--- src/rtl/sprite_fetch_arbiter.sv ---
// -----------------------------------------------------------------------------
// sprite_fetch_arbiter
//
// Shares the single sprite ROM (7 sprites x 1024 words, 4 pixels per word,
// fixed read latency) between several reel/overlay renderers. Each renderer
// posts a burst request (sprite, start word, length-1). One winner is picked
// per idle cycle. Its burst is issued to the ROM one word address per cycle.
// The returned words are routed back to the owner with a one-hot valid and a
// last-word flag.
//
// Configuration macro:
//   SPRITE_FETCH_FIXED_PRIO_EN  defined     -> fixed priority, lowest index wins
//                               not defined -> round-robin (default)
//
// Parameters:
//   NUM_REQ      number of requesters (2..4)
//   ROM_LATENCY  cycles from ROM address presented to rom_data_i valid (>= 1)
//
// Ports:
//   clk               system clock, rising edge
//   reset_n           asynchronous active-low reset
//   req_valid_i       per-requester request valid
//   req_ready_o       one-hot accept pulse
//   req_sprite_i      sprite index per requester, slice i = [3i+2:3i]
//   req_addr_i        start word address per requester, slice i = [10i+9:10i]
//   req_len_i         burst length minus 1 per requester, slice i = [4i+3:4i]
//   rom_sprite_sel_o  ROM sprite select (registered)
//   rom_word_addr_o   ROM word address (registered)
//   rom_data_i        ROM read data
//   rsp_valid_o       one-hot owner of rsp_data_o
//   rsp_data_o        returned word
//   rsp_last_o        final word of the burst
//   busy_o            issuing or reads still in flight
// -----------------------------------------------------------------------------
module sprite_fetch_arbiter #(
  parameter int NUM_REQ     = 3,
  parameter int ROM_LATENCY = 2
) (
  input  logic                   clk,
  input  logic                   reset_n,
  input  logic [NUM_REQ-1:0]     req_valid_i,
  output logic [NUM_REQ-1:0]     req_ready_o,
  input  logic [3*NUM_REQ-1:0]   req_sprite_i,
  input  logic [10*NUM_REQ-1:0]  req_addr_i,
  input  logic [4*NUM_REQ-1:0]   req_len_i,
  output logic [2:0]             rom_sprite_sel_o,
  output logic [9:0]             rom_word_addr_o,
  input  logic [15:0]            rom_data_i,
  output logic [NUM_REQ-1:0]     rsp_valid_o,
  output logic [15:0]            rsp_data_o,
  output logic                   rsp_last_o,
  output logic                   busy_o
);

  localparam int ID_W     = (NUM_REQ > 2) ? 2 : 1;
  localparam int SUM_W    = ID_W + 1;
  localparam int TAG_LAST = ROM_LATENCY - 1;

  typedef enum logic {
    IDLE,
    ISSUE
  } state_t;

  state_t          state;
  logic [ID_W-1:0] burst_id;
  logic [3:0]      remaining;

  logic [NUM_REQ-1:0] grant;
  logic               grant_any;
  logic [ID_W-1:0]    winner;
  logic [2:0]         win_sprite;
  logic [9:0]         win_addr;
  logic [3:0]         win_len;

  // One tag per ROM pipeline stage, travelling alongside the read in flight.
  logic            tag_valid [ROM_LATENCY];
  logic [ID_W-1:0] tag_id    [ROM_LATENCY];
  logic            tag_last  [ROM_LATENCY];

  // ---------------------------------------------------------------------------
  // Winner selection
  // ---------------------------------------------------------------------------
`ifdef SPRITE_FETCH_FIXED_PRIO_EN
  // Scanning downward leaves the lowest valid index as the winner.
  always_comb begin
    grant_any = 1'b0;
    winner    = '0;
    for (int i = NUM_REQ - 1; i >= 0; i--) begin
      if (req_valid_i[i]) begin
        grant_any = 1'b1;
        winner    = ID_W'(i);
      end
    end
  end
`else
  logic [ID_W-1:0]      last_winner;
  logic [ID_W-1:0]      rr_start;
  logic [2*NUM_REQ-1:0] rr_doubled;
  logic [NUM_REQ-1:0]   rr_rotated;
  logic [ID_W-1:0]      rr_offset;
  logic [SUM_W-1:0]     rr_sum;

  // Rotate the valid vector so the search start sits at bit 0. The lowest set
  // bit of the rotated vector is then the round-robin winner, relative to the
  // start position.
  always_comb begin
    rr_start   = (last_winner == ID_W'(NUM_REQ - 1)) ? '0 : last_winner + ID_W'(1);
    rr_doubled = {req_valid_i, req_valid_i} >> rr_start;
    rr_rotated = rr_doubled[NUM_REQ-1:0];
    grant_any  = |rr_rotated;
    rr_offset  = '0;
    for (int i = NUM_REQ - 1; i >= 0; i--) begin
      if (rr_rotated[i]) begin
        rr_offset = ID_W'(i);
      end
    end
    rr_sum = {1'b0, rr_start} + {1'b0, rr_offset};
    if (rr_sum >= SUM_W'(NUM_REQ)) begin
      rr_sum = rr_sum - SUM_W'(NUM_REQ);
    end
    winner = rr_sum[ID_W-1:0];
  end

  always_ff @(posedge clk or negedge reset_n) begin
    if (!reset_n) begin
      last_winner <= ID_W'(NUM_REQ - 1);
    end else if (state == IDLE && grant_any) begin
      last_winner <= winner;
    end
  end
`endif

  // Fetch the winner's burst fields.
  always_comb begin
    win_sprite = '0;
    win_addr   = '0;
    win_len    = '0;
    for (int i = 0; i < NUM_REQ; i++) begin
      if (winner == ID_W'(i)) begin
        win_sprite = req_sprite_i[3*i +: 3];
        win_addr   = req_addr_i[10*i +: 10];
        win_len    = req_len_i[4*i +: 4];
      end
    end
  end

  always_comb begin
    grant = '0;
    for (int i = 0; i < NUM_REQ; i++) begin
      grant[i] = grant_any && (winner == ID_W'(i));
    end
  end

  // Accept is combinational so a requester that drops valid is never granted.
  // It is gated by reset_n so every output reads 0 while reset is held.
  assign req_ready_o = (state == IDLE && reset_n) ? grant : '0;

  // ---------------------------------------------------------------------------
  // Burst FSM. The first ROM address is loaded on the accept edge. Each ISSUE
  // cycle therefore presents the word being issued, and the edge that ends the
  // cycle advances to the next one. Address arithmetic wraps mod 1024 within
  // the same sprite.
  // ---------------------------------------------------------------------------
  always_ff @(posedge clk or negedge reset_n) begin
    if (!reset_n) begin
      state            <= IDLE;
      burst_id         <= '0;
      remaining        <= '0;
      rom_sprite_sel_o <= '0;
      rom_word_addr_o  <= '0;
    end else begin
      case (state)
        IDLE: begin
          if (grant_any) begin
            state            <= ISSUE;
            burst_id         <= winner;
            remaining        <= win_len;
            rom_sprite_sel_o <= win_sprite;
            rom_word_addr_o  <= win_addr;
          end
        end
        ISSUE: begin
          if (remaining == 4'd0) begin
            state <= IDLE;
          end else begin
            remaining       <= remaining - 4'd1;
            rom_word_addr_o <= rom_word_addr_o + 10'd1;
          end
        end
        default: state <= IDLE;
      endcase
    end
  end

  // ---------------------------------------------------------------------------
  // Tag pipeline. An entry enters on each ISSUE cycle, one edge after its
  // address appears at the ROM. After ROM_LATENCY stages it lines up with
  // rom_data_i.
  // ---------------------------------------------------------------------------
  always_ff @(posedge clk or negedge reset_n) begin
    if (!reset_n) begin
      for (int i = 0; i < ROM_LATENCY; i++) begin
        tag_valid[i] <= 1'b0;
        tag_id[i]    <= '0;
        tag_last[i]  <= 1'b0;
      end
    end else begin
      tag_valid[0] <= (state == ISSUE);
      tag_id[0]    <= burst_id;
      tag_last[0]  <= (state == ISSUE) && (remaining == 4'd0);
      for (int i = 1; i < ROM_LATENCY; i++) begin
        tag_valid[i] <= tag_valid[i-1];
        tag_id[i]    <= tag_id[i-1];
        tag_last[i]  <= tag_last[i-1];
      end
    end
  end

  // Response routing. The data is passed straight through from the ROM. It is
  // zeroed when no tagged word is present.
  always_comb begin
    rsp_valid_o = '0;
    for (int i = 0; i < NUM_REQ; i++) begin
      rsp_valid_o[i] = tag_valid[TAG_LAST] && (tag_id[TAG_LAST] == ID_W'(i));
    end
  end

  assign rsp_last_o = tag_valid[TAG_LAST] && tag_last[TAG_LAST];
  assign rsp_data_o = tag_valid[TAG_LAST] ? rom_data_i : '0;

  always_comb begin
    busy_o = (state == ISSUE);
    for (int i = 0; i < ROM_LATENCY; i++) begin
      busy_o = busy_o || tag_valid[i];
    end
  end

endmodule

--- config.mk ---
export PLATFORM = sky130hd
export DESIGN_NAME = sprite_fetch_arbiter
export DESIGN_NICKNAME = d
export VERILOG_FILES = /design/src/rtl/sprite_fetch_arbiter.sv
export SDC_FILE = /design/constraint.sdc
export NUM_CORES = 1
export LEC_CHECK = 0
export ABC_AREA = 1
export CAP_MARGIN = 10
export CORE_MARGIN = 1.5
export CORE_UTILIZATION = 43
export CTS_CLUSTER_SIZE = 20
export DETAILED_ROUTE_END_ITERATION = 8
export GPL_ROUTABILITY_DRIVEN = 0
export PLACE_DENSITY_LB_ADDON = 0.2
export SYNTH_ARGS = -nofsm -noshare
export SYNTH_HDL_FRONTEND = slang
export SYNTH_SLANG_ARGS = --single-unit
--- constraint.sdc ---
create_clock -name clk -period 4.15 [get_ports clk]
set_input_delay 0.83 -clock clk [delete_from_list [all_inputs] [get_ports clk]]
set_output_delay 0.83 -clock clk [all_outputs]
set_load 0.01 [all_outputs]
==> run_results.csv <==
group,metric,value,unit
grt,grtUsageTotal,23.06,%
routing,vias,2664,
setup_path,path_class,"input pin to output port",
grt,antenna_found_initial,0,
grt,grt_max_degree,30,
synthesis,yosys_warnings,0,
setup_path,critPathCaptureType,"output port",
synthesis,synth.distinct_cells,38,
timing,max_freq,0.2481,GHz
setup_path,cp_max_fo,5,
final_layout,num-nets-final,556,
synthesis,synth_edf_count,0,
synthesis,synthFlopType,"dfrtp_1",
placement,hpwlAfterDp,5302,µm
final_layout,final_cell_mix,"clkdlybuf4s50_1, nand2_1, inv_1, nor2_1, nand3_1",
floorplanning,io_pins,109,
timing,setup_violations,0,
cts,numCtsBuffers,5,
routing,drt_iter0_drc,153,
setup_path,worst_setup_path_start_kind,"input pin",
job,cap_viol_max_count,0,
timing,rsz0062_at_grt,"yes",
routing,via_per_inst,4.835,
setup_path,cp_common_cell,"nor2_4",
setup_path,required,3.32,ns
timing,period_share,97.12,%
placement,io_buffers,108,
cts,cts_max_path_buffers,2,
synthesis,synth.avg_cell_area,6.700,µm²
setup_path,slowest_delay,0.46,ns
routing,routed_wl,6775,µm
setup_path,cp_slowest_cell,"fa_2",
timing,skew,0.007163,ns
final_layout,ff_latch_area,726.9,µm²
setup_path,arrival,3.20,ns
floorplanning,die_h,78.52,µm
floorplanning,core_area,5507,µm²
routing,drtAntennaViolNets,0,
floorplanning,initial_core_util,44.54,%
floorplanning,dieArea,6165,µm²
cts,clkTransAtPathRegs,0.06,ns
floorplanning,std_cell_rows,27,
setup_path,path_cells,"dlygate4sd2_1 > a22oi_1 > and2_1 > inv_1 > nor2_2 > ha_2 > fa_2 > ha_4 > nor2_4 > buf_4 > nand3_1 > nand2_4 > nor2_4 > inv_2 > nor2_1 > buf_2",
floorplanning,die_w,78.52,µm
routing,drc,0,
final_layout,nFillCells,498,
routing,dr.pass1.iters,6,
timing,hold_violations,0,
setup_path,critical-path-top-delay-family,"adder cells",
timing,slew_headroom,64.39,%
cts,cts_root_buffer,"clkbuf_8",
synthesis,synth_area,2452,µm²
timing,maxSlewViolCount,0,
cts,clkLatencyLatePin,0.28,ns
cts,htreeDepth,2,
setup_path,path_buf_inv,5,
synthesis,syn_nets,444,
timing,worstMarginPinSlew,0.5341,ns
final_layout,num_antenna_cells,0,
final_layout,layout-drive-gt1-share,15.66,%
min_path,min_path_type,"register to register",
cts,cts.sinks,29,
final_layout,area_growth,50.25,%
cts,cts_tree,"built",
timing,fin_crit,4.031,ns
routing,wl_per_cell,12.30,µm
final_layout,stdcell_count,551,
final_layout,layout_commonest_cell,"clkdlybuf4s50_1",
final_layout,multiInputGateArea,1398,µm²
placement,dp_cells,541,
run_status,status,"completed",
synthesis,ys_seq_area_share,29.64,%
synthesis,syn_inst,366,
grt,first_global_vias,2536,
synthesis,ys_seq_elements,29,
synthesis,async_reset_ff_share,100.0,%
grt,grt_pass1_wl,11300,µm
grt,grt_overflow_total,0,
-- worst register-to-register path, cell delays in order (launching register included) --
cell and delay, ns:
dfstp_2 0.55, inv_1 0.06, nand2_1 0.10, inv_1 0.07, a22oi_1 0.14, and2_1 0.16
inv_1 0.05, nor2_2 0.10, ha_2 0.18, fa_2 0.46, ha_4 0.20, nor2_4 0.16
buf_4 0.13, nand3_1 0.12, nand2_4 0.11, buf_4 0.23, nand2_1 0.08, nand2_1 0.06
nand2_1 0.06, nand3_1 0.13, a21oi_1 0.09
-- logic make-up after synthesis --
group,Yosys count,synth area share (%)
compound gates,38,9.898
xor+xnor,3,1.072
fa+ha+maj,6,3.367
buf+inv,77,14.54
flops,29,29.64
simple gates,213,41.48
-- metrics by stage --
step	util (%)	hold slack, ns	setup TNS [ns]	worst slack, ns	cell area [µm²]
3_5_place_dp	64.96	0.3363	-1.414	-0.4895	3577
3_3_place_gp	64.96	0.3316	-1.034	-0.3730	3577
2_1_floorplan	-	0.3312	0	0.3778	2452
6_report	66.92	0.3493	0	0.1193	3685
4_1_cts	66.78	0.3499	0	0.05971	3677
5_1_grt	66.92	0.3603	-0.05506	-0.05506	3685
-- repair_timing --
| item | in CTS | in global routing |
|---|---|---|
| gates resized for setup | 14 | 7 |
| setup endpoints to repair | 3 | 3 |
| buffers inserted | 0 | 2 |
| pin swaps | 5 | 4 |
| hold buffers | 0 | 0 |
-- area by class of cell --
class                   count  share of cell area [%]
clock buffers               6                   1.969
clock inverters             2                  0.2716
inverters                  62                   6.384
multi-input cells         260                   37.93
flip-flops and latches     29                   19.73
well taps                  72                   2.445
repair buffers            120                   31.27
-- flip-flops by register name, summed over array words and instances, names as in the netlist --
| signal | flops |
|---|---|
| burst_id | 1 |
| rom_sprite_sel_o | 3 |
| last_winner | 2 |
| state | 1 |
| remaining | 4 |
| tag_last | 2 |
| tag_id | 4 |
| tag_valid | 2 |
| rom_word_addr_o | 10 |
-- synth_stat cells (2+ instances only) --
master	number	area [µm²]
nand2_2	11	68.82
nor2_2	3	18.77
xor2_1	2	17.52
buf_4	3	22.52
nand3_2	7	70.07
o21ai_1	5	25.02
nand3_1	30	150.1
nor2_1	36	135.1
nor2_4	2	22.52
nand4_1	5	31.28
nand2_1	101	379.1
inv_2	10	37.54
a21oi_2	7	61.31
dfrtp_1	28	700.7
o21ai_0	5	25.02
nand3b_1	10	75.07
buf_2	4	20.02
inv_1	50	187.7
a31oi_1	2	12.51
buf_6	5	56.30
a21oi_1	13	65.06
nor3_1	3	15.01
clkbuf_1	2	7.510
nand2_4	4	45.04
ha_1	5	62.56
-- worst paths after layout --
check,start,endpoint,slack (ns),depth (start not counted)
worst max-delay path,req_valid_i[0],req_ready_o[0],0.12,16
worst min-delay path,tag_last[1]$_DFF_PN0_,tag_last[0]$_DFF_PN0_,0.35,0
worst max register to register,last_winner[1]$_DFFE_PN1P_,rom_word_addr_o[2]$_DFFE_PN0P_,0.79,20
worst min register to register,tag_last[1]$_DFF_PN0_,tag_last[0]$_DFF_PN0_,0.35,0
max in group asynchronous,reset_n,last_winner[1]$_DFFE_PN1P_,2.75,2
min in group asynchronous,reset_n,rom_word_addr_o[1]$_DFFE_PN0P_,1.08,2
-- routing by layer --
layer / global-route usage, % / routed length (µm)
met3: 5.000 / 467
met4: 8.929 / 116
met2: 40.00 / 3403
met5: 0 / 0
met1: 27.61 / 2786
Power is left out: the tool's default activity adds up to more than one toggle a clock period on the data nets, which glitch-free logic cannot reach.
